<file path="src/rtl/pipeline_hazard_ctrl_if.sv">
// ---------------------------------------------------------------------------
// pipeline_hazard_ctrl_if
// Bundle of signals between the 5-stage RV32I pipeline datapath and its
// hazard controller.
//   master : pipeline side. Drives the register indices, the writeback
//            enables, LoadE, PCSrcE, MulStartE and the data-memory
//            handshake. Receives the stall, flush and forward controls.
//   slave  : controller side. This is the mirror image of master.
// Parameter REG_AW sets the register-index width.
// ---------------------------------------------------------------------------
interface pipeline_hazard_ctrl_if #(
    parameter int REG_AW = 5
);
    logic [REG_AW-1:0] Rs1D, Rs2D;
    logic [REG_AW-1:0] Rs1E, Rs2E, RdE;
    logic [REG_AW-1:0] RdM, RdW;
    logic              RegWriteM, RegWriteW;
    logic              LoadE, PCSrcE, MulStartE;
    logic              DmemReqM, DmemReadyM;

    logic              StallF, StallD, StallE, StallM;
    logic              FlushD, FlushE, FlushM, FlushW;
    logic [1:0]        ForwardAE, ForwardBE;
    logic              mul_busy, mul_done;

    modport master (
        output Rs1D, Rs2D, Rs1E, Rs2E, RdE, RdM, RdW,
        output RegWriteM, RegWriteW, LoadE, PCSrcE, MulStartE,
        output DmemReqM, DmemReadyM,
        input  StallF, StallD, StallE, StallM,
        input  FlushD, FlushE, FlushM, FlushW,
        input  ForwardAE, ForwardBE, mul_busy, mul_done
    );

    modport slave (
        input  Rs1D, Rs2D, Rs1E, Rs2E, RdE, RdM, RdW,
        input  RegWriteM, RegWriteW, LoadE, PCSrcE, MulStartE,
        input  DmemReqM, DmemReadyM,
        output StallF, StallD, StallE, StallM,
        output FlushD, FlushE, FlushM, FlushW,
        output ForwardAE, ForwardBE, mul_busy, mul_done
    );
endinterface

</file>
<file path="src/rtl/pipeline_hazard_ctrl.sv">
// ---------------------------------------------------------------------------
// pipeline_hazard_ctrl
// Hazard and sequencing controller for the 5-stage RV32I pipeline. It drives
// the stall and flush controls of the pipeline registers and the EX-stage
// forwarding selects. A two-state FSM sequences multicycle EX ops (MUL/DIV).
// The controller holds the whole pipeline while the data memory is waiting.
//
// Ports:
//   clk          clock
//   rst          synchronous, active-low reset
//   bus          pipeline_hazard_ctrl_if.slave (hazard inputs, controls out)
//   stall_cycles count of cycles with StallD=1       (HAZ_STATS_EN only)
//   flush_events count of cycles with any Flush*=1   (HAZ_STATS_EN only)
//
// Parameters:
//   MUL_LAT  EX occupancy in cycles of a multicycle op (1..16)
//   REG_AW   register-index width
//
// Optional feature:
//   Define HAZ_STATS_EN to add the stall/flush statistics counters.
//
// Stall overrides Flush inside the pipeline registers. Exactly one priority
// row drives the controls in each cycle, so no register ever sees both.
// ---------------------------------------------------------------------------
module pipeline_hazard_ctrl #(
    parameter int MUL_LAT = 4,
    parameter int REG_AW  = 5
) (
    input  logic                   clk,
    input  logic                   rst,
    pipeline_hazard_ctrl_if.slave  bus
`ifdef HAZ_STATS_EN
    ,
    output logic [31:0]            stall_cycles,
    output logic [31:0]            flush_events
`endif
);

    localparam bit         MULTI    = (MUL_LAT > 1);
    localparam logic [3:0] CNT_INIT = MULTI ? 4'(MUL_LAT - 2) : 4'd0;

    typedef enum logic {RUN = 1'b0, MUL_WAIT = 1'b1} state_t;

    state_t     state;
    logic [3:0] cnt;
    logic       mul_done_q;

    logic mem_stall, lw_stall, mul_start, mul_hold, mul_done;
    logic stall_f, stall_d, stall_e, stall_m;
    logic flush_d, flush_e, flush_m, flush_w;

    // MEM has priority over WB because it holds the younger result.
    function automatic logic [1:0] fwd_sel(
        input logic [REG_AW-1:0] rs,
        input logic [REG_AW-1:0] rd_m,
        input logic [REG_AW-1:0] rd_w,
        input logic              we_m,
        input logic              we_w
    );
        if (we_m && rd_m != '0 && rd_m == rs)      return 2'b10;
        else if (we_w && rd_w != '0 && rd_w == rs) return 2'b01;
        else                                       return 2'b00;
    endfunction

    always_comb begin
        mem_stall = bus.DmemReqM && !bus.DmemReadyM;
        lw_stall  = bus.LoadE && bus.RdE != '0 &&
                    (bus.RdE == bus.Rs1D || bus.RdE == bus.Rs2D);
        // The instruction that has just finished may still show MulStartE
        // in the cycle after mul_done. mul_done_q keeps it from retriggering.
        mul_start = (state == RUN) && bus.MulStartE && MULTI && !mul_done_q;
        mul_hold  = mul_start || (state == MUL_WAIT && cnt != 4'd0);
        mul_done  = (state == MUL_WAIT) && cnt == 4'd0 && !mem_stall;
    end

    // NOTE: every combinational output gets a default first, so no path
    // through the priority chain can leave a value held, which would infer a latch.
    always_comb begin
        stall_f = 1'b0;
        stall_d = 1'b0;
        stall_e = 1'b0;
        stall_m = 1'b0;
        flush_d = 1'b0;
        flush_e = 1'b0;
        flush_m = 1'b0;
        flush_w = 1'b0;
        if (mem_stall) begin
            stall_f = 1'b1;
            stall_d = 1'b1;
            stall_e = 1'b1;
            stall_m = 1'b1;
            flush_w = 1'b1;
        end else if (mul_hold) begin
            stall_f = 1'b1;
            stall_d = 1'b1;
            stall_e = 1'b1;
            flush_m = 1'b1;
        end else if (bus.PCSrcE) begin
            // A branch behind a mem/mul hold falls through to here in the
            // cycle that EX is released.
            flush_d = 1'b1;
            flush_e = 1'b1;
        end else if (lw_stall) begin
            stall_f = 1'b1;
            stall_d = 1'b1;
            flush_e = 1'b1;
        end
    end

    assign bus.StallF    = stall_f;
    assign bus.StallD    = stall_d;
    assign bus.StallE    = stall_e;
    assign bus.StallM    = stall_m;
    assign bus.FlushD    = flush_d;
    assign bus.FlushE    = flush_e;
    assign bus.FlushM    = flush_m;
    assign bus.FlushW    = flush_w;
    assign bus.ForwardAE = fwd_sel(bus.Rs1E, bus.RdM, bus.RdW,
                                   bus.RegWriteM, bus.RegWriteW);
    assign bus.ForwardBE = fwd_sel(bus.Rs2E, bus.RdM, bus.RdW,
                                   bus.RegWriteM, bus.RegWriteW);
    assign bus.mul_busy  = (state == MUL_WAIT);
    assign bus.mul_done  = mul_done;

    // NOTE: the reset is sampled on the clock edge, so it sits inside the
    // clocked branch. State uses non-blocking assignments so every register
    // updates from values taken before the edge.
    always_ff @(posedge clk) begin
        if (!rst) begin
            state      <= RUN;
            cnt        <= 4'd0;
            mul_done_q <= 1'b0;
        end else if (!mem_stall) begin
            mul_done_q <= mul_done;
            case (state)
                RUN: begin
                    if (mul_start) begin
                        state <= MUL_WAIT;
                        cnt   <= CNT_INIT;
                    end
                end
                MUL_WAIT: begin
                    if (cnt != 4'd0) cnt   <= cnt - 4'd1;
                    else             state <= RUN;
                end
                default: state <= RUN;
            endcase
        end
    end

`ifdef HAZ_STATS_EN
    always_ff @(posedge clk) begin
        if (!rst) begin
            stall_cycles <= 32'd0;
            flush_events <= 32'd0;
        end else begin
            if (stall_d)
                stall_cycles <= stall_cycles + 32'd1;
            if (flush_d || flush_e || flush_m || flush_w)
                flush_events <= flush_events + 32'd1;
        end
    end
`endif

endmodule
</file>
<file path="src/flat_wrapper.sv">
// flat-port wrapper written by rule: the top's interface ports become plain ports
module pipeline_hazard_ctrl_flat 
#(
    parameter int MUL_LAT = 4,
    parameter int REG_AW  = 5
)
  (clk, rst, bus_Rs1D, bus_Rs2D, bus_Rs1E, bus_Rs2E, bus_RdE, bus_RdM, bus_RdW, bus_RegWriteM, bus_RegWriteW, bus_LoadE, bus_PCSrcE, bus_MulStartE, bus_DmemReqM, bus_DmemReadyM, bus_StallF, bus_StallD, bus_StallE, bus_StallM, bus_FlushD, bus_FlushE, bus_FlushM, bus_FlushW, bus_ForwardAE, bus_ForwardBE, bus_mul_busy, bus_mul_done);
  pipeline_hazard_ctrl_if #(.REG_AW(REG_AW)) bus_i ();
  input  logic clk;
  input  logic rst;
  input wire logic [$bits(bus_i.Rs1D)-1:0] bus_Rs1D;
  input wire logic [$bits(bus_i.Rs2D)-1:0] bus_Rs2D;
  input wire logic [$bits(bus_i.Rs1E)-1:0] bus_Rs1E;
  input wire logic [$bits(bus_i.Rs2E)-1:0] bus_Rs2E;
  input wire logic [$bits(bus_i.RdE)-1:0] bus_RdE;
  input wire logic [$bits(bus_i.RdM)-1:0] bus_RdM;
  input wire logic [$bits(bus_i.RdW)-1:0] bus_RdW;
  input wire logic [$bits(bus_i.RegWriteM)-1:0] bus_RegWriteM;
  input wire logic [$bits(bus_i.RegWriteW)-1:0] bus_RegWriteW;
  input wire logic [$bits(bus_i.LoadE)-1:0] bus_LoadE;
  input wire logic [$bits(bus_i.PCSrcE)-1:0] bus_PCSrcE;
  input wire logic [$bits(bus_i.MulStartE)-1:0] bus_MulStartE;
  input wire logic [$bits(bus_i.DmemReqM)-1:0] bus_DmemReqM;
  input wire logic [$bits(bus_i.DmemReadyM)-1:0] bus_DmemReadyM;
  output wire logic [$bits(bus_i.StallF)-1:0] bus_StallF;
  output wire logic [$bits(bus_i.StallD)-1:0] bus_StallD;
  output wire logic [$bits(bus_i.StallE)-1:0] bus_StallE;
  output wire logic [$bits(bus_i.StallM)-1:0] bus_StallM;
  output wire logic [$bits(bus_i.FlushD)-1:0] bus_FlushD;
  output wire logic [$bits(bus_i.FlushE)-1:0] bus_FlushE;
  output wire logic [$bits(bus_i.FlushM)-1:0] bus_FlushM;
  output wire logic [$bits(bus_i.FlushW)-1:0] bus_FlushW;
  output wire logic [$bits(bus_i.ForwardAE)-1:0] bus_ForwardAE;
  output wire logic [$bits(bus_i.ForwardBE)-1:0] bus_ForwardBE;
  output wire logic [$bits(bus_i.mul_busy)-1:0] bus_mul_busy;
  output wire logic [$bits(bus_i.mul_done)-1:0] bus_mul_done;
  assign bus_i.Rs1D = bus_Rs1D;
  assign bus_i.Rs2D = bus_Rs2D;
  assign bus_i.Rs1E = bus_Rs1E;
  assign bus_i.Rs2E = bus_Rs2E;
  assign bus_i.RdE = bus_RdE;
  assign bus_i.RdM = bus_RdM;
  assign bus_i.RdW = bus_RdW;
  assign bus_i.RegWriteM = bus_RegWriteM;
  assign bus_i.RegWriteW = bus_RegWriteW;
  assign bus_i.LoadE = bus_LoadE;
  assign bus_i.PCSrcE = bus_PCSrcE;
  assign bus_i.MulStartE = bus_MulStartE;
  assign bus_i.DmemReqM = bus_DmemReqM;
  assign bus_i.DmemReadyM = bus_DmemReadyM;
  assign bus_StallF = bus_i.StallF;
  assign bus_StallD = bus_i.StallD;
  assign bus_StallE = bus_i.StallE;
  assign bus_StallM = bus_i.StallM;
  assign bus_FlushD = bus_i.FlushD;
  assign bus_FlushE = bus_i.FlushE;
  assign bus_FlushM = bus_i.FlushM;
  assign bus_FlushW = bus_i.FlushW;
  assign bus_ForwardAE = bus_i.ForwardAE;
  assign bus_ForwardBE = bus_i.ForwardBE;
  assign bus_mul_busy = bus_i.mul_busy;
  assign bus_mul_done = bus_i.mul_done;
  pipeline_hazard_ctrl #(.MUL_LAT(MUL_LAT), .REG_AW(REG_AW)) u_core (.clk(clk), .rst(rst), .bus(bus_i));
endmodule
</file>
<file path="config.mk">
export PLATFORM = sky130hd
export DESIGN_NAME = pipeline_hazard_ctrl_flat
export DESIGN_NICKNAME = d
export VERILOG_FILES = /design/src/rtl/pipeline_hazard_ctrl_if.sv /design/src/rtl/pipeline_hazard_ctrl.sv /design/src/flat_wrapper.sv
export SDC_FILE = /design/constraint.sdc
export NUM_CORES = 1
export LEC_CHECK = 0
export CAP_MARGIN = 15
export CORE_AREA = 2 2 50 52
export DETAILED_ROUTE_END_ITERATION = 8
export DIE_AREA = 0 0 52 54
export GPL_TIMING_DRIVEN = 0
export PLACE_DENSITY = 0.81
export SYNTH_ARGS = -nofsm -noshare
export SYNTH_HDL_FRONTEND = slang
export SYNTH_SLANG_ARGS = --single-unit
</file>
<file path="constraint.sdc">
create_clock -name clk -period 4.1 [get_ports clk]
set_input_delay 1.23 -clock clk [delete_from_list [all_inputs] [get_ports clk]]
set_output_delay 1.23 -clock clk [all_outputs]
set_load 0.01 [all_outputs]
</file>
==> results of run 1 <==
==> critical path, cell delays in order <==
cell             delay [ns]
clkdlybuf4s50_1        0.46
nor3b_4                0.26
a21oi_4                0.09
nor2_1                 0.18
clkdlybuf4s50_1        0.56
==> state kept, by name, indices dropped and copies added, names as in the netlist <==
register             count
u_core.bus.mul_busy      1
u_core.mul_done_q        1
u_core.cnt               4
==> placed cells by master, fill, tap and decap left out, types with 2 or more instances in the layout <==
cell,synthesis,routed
dlymetal6s2s_1,0,8
nand3_1,4,4
buf_2,0,2
o21ai_0,3,2
or4_4,0,2
or4_1,6,4
xor2_1,24,24
o21a_1,2,2
nor4_2,2,4
nor3_2,0,2
o31ai_1,2,2
clkdlybuf4s50_1,0,36
dfxtp_1,6,6
a21oi_1,4,4
nor2_1,4,4
dlygate4sd2_1,0,9
inv_1,6,6
clkbuf_4,0,4
buf_4,2,4
nand2_1,2,2
xnor2_1,6,6
==> synth_stat cells, types with 3 or more instances <==
master / n / share of area [%]
nand3_1: 4 / 2.6
xnor2_1: 6 / 6.8
dfxtp_1: 6 / 16
nor2_1: 4 / 2.0
or4_1: 6 / 5.9
a21oi_1: 4 / 2.6
inv_1: 6 / 2.9
xor2_1: 24 / 27
o21ai_0: 3 / 2.0
==> final timing paths <==
kind,start,to,slack [ns],cells past startpoint
worst max-delay path,bus_MulStartE,bus_FlushM,0.08,5
worst min-delay path,u_core.cnt[0]$_SDFFE_PN0P_,u_core.cnt[0]$_SDFFE_PN0P_,0.48,2
worst max register to register,u_core.cnt[0]$_SDFFE_PN0P_,u_core.cnt[1]$_SDFFE_PN0P_,2.37,6
worst min register to register,u_core.cnt[0]$_SDFFE_PN0P_,u_core.cnt[0]$_SDFFE_PN0P_,0.48,2
==> timing repair <==
action | 4_1_cts | 5_1_grt
hold buffers | 0 | 0
resized for setup | 29 | 18
setup endpoints to repair | 9 | 6
pin swaps | 2 | 3
setup buffers | 0 | 1
==> routing by layer <==
layer / GRT usage, % / routed length, µm / vias to the layer above
li1: - / - / 459
met1: 18.39 / 901 / 449
met2: 35.44 / 1313 / 46
met3: 2.222 / 163 / 5
met4: 6.140 / 24 / 0
met5: 0 / 0 / -
==> power groups by stage <==
stage / Sequential (µW) / Combinational [µW] / Clock, µW
after floorplan: 71.2 / 76.4 / 0
after global placement: 71.6 / 158 / 0
after detailed placement: 72.2 / 163 / 0
after CTS: 71.1 / 163 / 55.4
after global routing: 71.6 / 183 / 59.2
final: 71.3 / 168 / 54.0
==> through the flow <==
stage               hold WS, ns  area [µm²]
floorplan                0.4508       768.2
global placement         0.4651        1376
detailed placement       0.4683        1376
CTS                      0.4794        1409
global route             0.5238        1459
finish                   0.4812        1459
==> logic make-up (layout without fill, tap and decap cells) <==
family,count (synthesis),after routing,synth area share (%)
buffers and inverters,9,70,5.373
DFF,6,6,15.64
AOI/OAI and AO/OA,20,20,18.08
and+or+nand+nor,28,28,25.08
adders and majority gates,1,1,1.628
xor gates and xnor gates,30,30,34.20
==> cell type report <==
cell class	count	area (µm²)	area share, %
well taps	30	37.54	2.573
repair buffers	58	569.3	39.02
flip-flops and latches	6	120.1	8.233
inverters	6	22.52	1.544
multi-input cells	79	664.4	45.54
plain buffers	3	22.52	1.544
clock buffers	3	22.52	1.544
==> run_results.csv, run 1 <==
group,metric,value,unit
timing,setup_viol,0,
synthesis,ys_types,32,
timing,fin_ws,0.08076,ns
pwr,finalPower,293.0,µW
timing,fmax,0.2488,GHz
worst_setup_path,path_class,"in -> out",
die,io_pins,58,
timing,slew_headroom,75.32,%
pwr,leakagePower,0.0006552,µW
die,core_area,2320,µm²
worst_setup_path,endpoint_kind,"output port",
pwr,sw_frac_of_total,34.50,%
placed_design,hpwl,1.995,mm
timing,worst_slew_pin_slew,0.3696,ns
global_route,grt_use_total,17.57,%
placed_design,numPortBuffers,57,
final_layout,area_delta_synth_final,89.90,%
global_route,grt_max_degree,11,
die,placementRows,18,
detailed_routing,drt_iter0_markers,12,
final_layout,diodes,0,
synthesis,synth_fp_nets,139,
status,status,"finished clean",
timing,drv_slew,0,
final_layout,drive_gt1_share,17.42,%
synthesis,yosysWarnings,0,
global_route,grt_pass1_vias,954,
timing,rsz0062_at_grt,"no",
clock_tree,cts.clk_slew.worst_paths,0.04,ns
final_layout,instances_no_fill,185,
timing,finClkSkew,0.004943,ns
synthesis,synth_edf_count,0,
clock_tree,htree_levels,1,
worst_setup_path,start_kind,"input pin",
die,start_util,33.12,%
synthesis,synth_flop_cell,"dfxtp_1",
placed_design,gp_congestion,0.7671,
flow_run,maxCapViolCount,0,
pwr,comb_power_share,57.2,%
pwr,power_frac_clock,18.4,%
global_route,grt-ovfl-total,0,
detailed_routing,wire_per_inst,12.98,µm
pwr,ir_drop,0.1292,mV
timing,period_share,98.03,%
timing,fin_crit,4.019,ns
synthesis,syn_inst,94,
detailed_routing,dr_total_vias,959,
timing,hold_viol,0,
placed_design,place_inst,181,
synthesis,async_flop_share,0,%
synthesis,avgSynthCellArea,8.173,µm²
global_route,antenna_found_initial,0,
die,dieWidth,52,µm
detailed_routing,wl,2.401,mm
synthesis,ys_seq_area_share,15.64,%
final_layout,final_core_util,62.89,%
global_route,grt_pass1_wl,3.760,mm
final_layout,fillCellCount,199,
die,die_h,54,µm
worst_setup_path,cp.required,2.87,ns
pwr,p_int,191.9,µW
detailed_routing,dr.pass1.iters,4,
clock_tree,numCtsBuffers,3,
final_layout,finalNetCount,202,
clock_tree,clkSinkCount,6,
clock_tree,cts-root-buf,"clkbuf_4",
detailed_routing,drtAntennaViolNets,0,
detailed_routing,vias_per_cell,5.184,
clock_tree,clock_path_buffers,2,
clock_tree,clkLatencyLatePin,0.25,ns
timing,tns,0,ns
pwr,p_per_area,200.9,nW/µm²
synthesis,ys_ff_latch,6,
worst_setup_path,cp_max_fo,8,
min_path,hold_path_class,"reg -> reg",
pwr,p_seq_share,24.3,%
synthesis,netlist_area,768.2,µm²
die,dieArea,2808,µm²
clock_tree,cts_tree,"done",
detailed_routing,drc_errors,0,
placed_design,pre_cts_slack,-0.5011,ns
worst_setup_path,critical_path_arrival,2.79,ns
pwr,switchingPower,101.1,µW
Note: power is estimated with default switching activity, not from simulation.
==> run 2: changes to the inputs <==
--- a/config.mk
+++ b/config.mk
@@ -5,12 +5,13 @@
 export SDC_FILE = /design/constraint.sdc
 export NUM_CORES = 1
 export LEC_CHECK = 0
+export ABC_AREA = 1
 export CAP_MARGIN = 15
-export CORE_AREA = 2 2 50 52
+export CORE_AREA = 2 2 65 42
 export DETAILED_ROUTE_END_ITERATION = 8
-export DIE_AREA = 0 0 52 54
+export DIE_AREA = 0 0 67 44
 export GPL_TIMING_DRIVEN = 0
-export PLACE_DENSITY = 0.81
+export PLACE_DENSITY = 0.84
 export SYNTH_ARGS = -nofsm -noshare
 export SYNTH_HDL_FRONTEND = slang
 export SYNTH_SLANG_ARGS = --single-unit
==> constraint.sdc (replaced) <==
create_clock -name clk -period 4.1 [get_ports clk]
set_input_delay 0.41 -clock clk [delete_from_list [all_inputs] [get_ports clk]]
set_output_delay 0.41 -clock clk [all_outputs]
set_load 0.01 [all_outputs]
==> run 2 against run 1 <==
Cell area is 5.4% higher. Register-to-register slack gained 0.37 ns. Via count increased by 6.3%. Cell count increased by 29%. Synthesized area rose by 15%. First-iteration DRC count grew to 5.6 times the previous value. Synthesized cell count grew 56%. Flip-flop and latch count is the same. Clock skew grew 0.0023 ns. Sequential share of layout area shrank 0.42 points.
==> run_results.csv, run 2 <==
group,metric,value,unit
clock_tree,post-cts-setup-buffer-count,0,
worst_setup_path,regToRegSetupSlack,2.74,ns
pwr,ir_drop,0.1011,mV
global_route,grt_use_total,17.25,%
final_layout,final_common_cell,"clkdlybuf4s50_1",
global_route,grt_pass1_vias,982,
worst_setup_path,critical_path_arrival,2.13,ns
final_layout,largest_register,"u_core.cnt",
pwr,switchingPower,116.4,µW
pwr,comb_power_share,52.6,%
min_path,hold_depth,2,
clock_tree,cts_hold_buf,0,
pwr,p_per_area,224.1,nW/µm²
placed_design,gp_congestion,0.7901,
final_layout,multi_input_area,644.4,µm²
clock_tree,clkLatencyLatePin,0.23,ns
clock_tree,cts_resized,0,
synthesis,netlist_area,885.9,µm²
synthesis,synth_top_area_share,15.82,%
clock_tree,cts_tree,"done",
global_route,grt_pass1_wl,3.877,mm
detailed_routing,wl,2.321,mm
final_layout,final_cell_mix,"57 x clkdlybuf4s50_1, 34 x nand2_1, 22 x nor2_1, 17 x inv_1, 16 x xnor2_1",
timing,hold_viol,0,
status,status,"finished clean",
worst_setup_path,crit_cells,11,
min_path,hold_path_class,"reg -> reg",
placed_design,pre_cts_slack,1.540,ns
timing,worst_slew_pin_slew,0.2662,ns
detailed_routing,dr_total_vias,1019,
synthesis,synth_fp_nets,192,
synthesis,ys_seq_area_share,13.56,%
timing,drv_slew,0,
clock_tree,numCtsBuffers,3,
final_layout,finalNetCount,254,
placed_design,place_area,1496,µm²
synthesis,async_flop_share,0,%
worst_setup_path,cp.buffers_inverters,4,
timing,setup_viol,0,
pwr,power_frac_clock,26.6,%
detailed_routing,drtAntennaViolNets,0,
clock_tree,htree_levels,1,
clock_tree,clock_path_buffers,2,
timing,fmax,0.3935,GHz
synthesis,avgSynthCellArea,6.026,µm²
placed_design,numPortBuffers,57,
worst_setup_path,cp_top_family,"buffers and inverters",
detailed_routing,vias_per_cell,4.264,
timing,rsz0062_at_grt,"no",
placed_design,hpwl,2.000,mm
worst_setup_path,cp.required,3.69,ns
global_route,antenna_found_initial,0,
final_layout,area_delta_synth_final,73.59,%
synthesis,synth.largest_area_cell,"xnor2_1",
worst_setup_path,critPathMaxStageDelay,0.55,ns
detailed_routing,wire_per_inst,9.711,µm
worst_setup_path,cp_slowest_cell,"clkdlybuf4s50_1",
final_layout,diodes,0,
timing,finClkSkew,0.007249,ns
detailed_routing,drt_iter0_markers,67,
pwr,p_int,228.1,µW
worst_setup_path,cp_max_fo,4,
timing,slew_headroom,82.23,%
pwr,p_seq_share,20.8,%
final_layout,largest_register_ffs,4,
die,io_pins,58,
timing,period_share,61.99,%
timing,fin_ws,1.558,ns
pwr,leakagePower,0.0006824,µW
final_layout,fillCellCount,234,
die,start_util,37.18,%
timing,tns,0,ns
synthesis,synth.area.top_cells,"xnor2_1 16%, nand2_1 14%, dfxtp_1 14%",
worst_setup_path,endpoint_kind,"output port",
final_layout,stdcell_area,1538,µm²
final_layout,drive_gt1_share,11.11,%
timing,fin_crit,2.542,ns
die,dieWidth,67,µm
die,placementRows,14,
worst_setup_path,reg2reg_to,"u_core.cnt[2]$_SDFFE_PN0P_",
die,die_h,44,µm
global_route,grt-ovfl-total,0,
detailed_routing,dr.pass1.iters,4,
clock_tree,clkSinkCount,6,
pwr,sw_frac_of_total,33.79,%
worst_setup_path,path_class,"in -> out",
worst_setup_path,start_kind,"input pin",
clock_tree,cts.clk_slew.worst_paths,0.04,ns
synthesis,syn_inst,147,
worst_setup_path,ff2ff_path_depth,10,
worst_setup_path,crit_chain,"clkdlybuf4s50_1, inv_2, nand2_1, nand2_1, nor2_1, nand3_1, nand2_1, nand3_1, nand3_1, buf_4, clkdlybuf4s50_1",
clock_tree,cts-root-buf,"clkbuf_8",
synthesis,synth_flop_cell,"dfxtp_1",
synthesis,yosysMostFrequentCell,"nand2_1",
synthesis,yosysWarnings,0,
final_layout,regArea,120.1,µm²
global_route,grt_max_degree,8,
synthesis,synth_edf_count,0,
synthesis,ys_ff_latch,6,
worst_setup_path,rr_startpoint,"u_core.cnt[0]$_SDFFE_PN0P_",
worst_setup_path,crit_path_end,"bus_StallF",
worst_setup_path,worstSetupStartpoint,"bus_RdE[4]",
die,core_area,2382,µm²
detailed_routing,drc_errors,0,
die,dieArea,2948,µm²
flow_run,maxCapViolCount,0,
synthesis,ys_types,24,
synthesis,yosys-top-cells-count,"34 x nand2_1, 22 x nor2_1, 17 x inv_1, 16 x xnor2_1, 7 x inv_2",
==> run 2: tightest hold or removal path: stages, from the launching register on <==
cell	delay, ns
dfxtp_1	0.29
inv_1	0.08
a21oi_1	0.06
==> run 2: per-stage QoR <==
stage,hold WS [ns],instances,power (µW),util (%)
after floorplan,0.4427,147,165.8,-
after global placement,0.4619,236,251.2,62.82
after detailed placement,0.4764,236,253.3,62.82
after CTS,0.4806,239,346.8,64.55
after global routing,0.4903,239,370.8,64.55
final,0.4822,239,344.6,64.55
==> run 2: metal layers <==
layer	GRT usage (%)	up-vias	part of all wire, %
met3	4.156	2	8.1
met1	22.15	410	48
met5	0	-	0
li1	-	573	-
met2	28.91	34	43
met4	4.898	0	0.47
==> run 2: how the worst min path moves through the flow <==
stage | from | slack [ns] | endpoint
2_1_floorplan | u_core.mul_done_q$_SDFFE_PN0N_ | 0.44 | u_core.mul_done_q$_SDFFE_PN0N_
3_5_place_dp | u_core.cnt[1]$_SDFFE_PN0P_ | 0.48 | u_core.cnt[1]$_SDFFE_PN0P_
5_1_grt | u_core.mul_done_q$_SDFFE_PN0N_ | 0.49 | u_core.mul_done_q$_SDFFE_PN0N_
6_report | u_core.cnt[1]$_SDFFE_PN0P_ | 0.48 | u_core.cnt[1]$_SDFFE_PN0P_
3_3_place_gp | u_core.mul_done_q$_SDFFE_PN0N_ | 0.46 | u_core.mul_done_q$_SDFFE_PN0N_
4_1_cts | u_core.cnt[1]$_SDFFE_PN0P_ | 0.48 | u_core.cnt[1]$_SDFFE_PN0P_
==> run 2: power by group through the flow <==
| stage | Clock, µW | Sequential (µW) | Combinational (µW) |
|---|---|---|---|
| 3_5_place_dp | 0 | 72.4 | 181 |
| 4_1_cts | 93.1 | 71.4 | 182 |
| 5_1_grt | 97.1 | 72.2 | 202 |
| 6_report | 91.6 | 71.6 | 181 |
| 3_3_place_gp | 0 | 72.2 | 179 |
| 2_1_floorplan | 0 | 71.6 | 94.2 |
==> run 2: cell type report <==
type	count	area share [%]
Timing Repair Buffer	57	37.10
Multi-Input combinational cell	112	41.90
Clock buffer	3	2.685
Tap cell	32	2.604
Inverter	27	6.916
Sequential cell	6	7.811
Buffer	2	0.9764
==> run 2: cells by family after synthesis <==
family | after synthesis | share of synthesized area [%]
xor+xnor | 22 | 21.75
simple gates | 77 | 42.23
compound gates | 12 | 7.344
flops | 6 | 13.56
fa+ha+maj | 1 | 1.412
buf+inv | 29 | 13.70
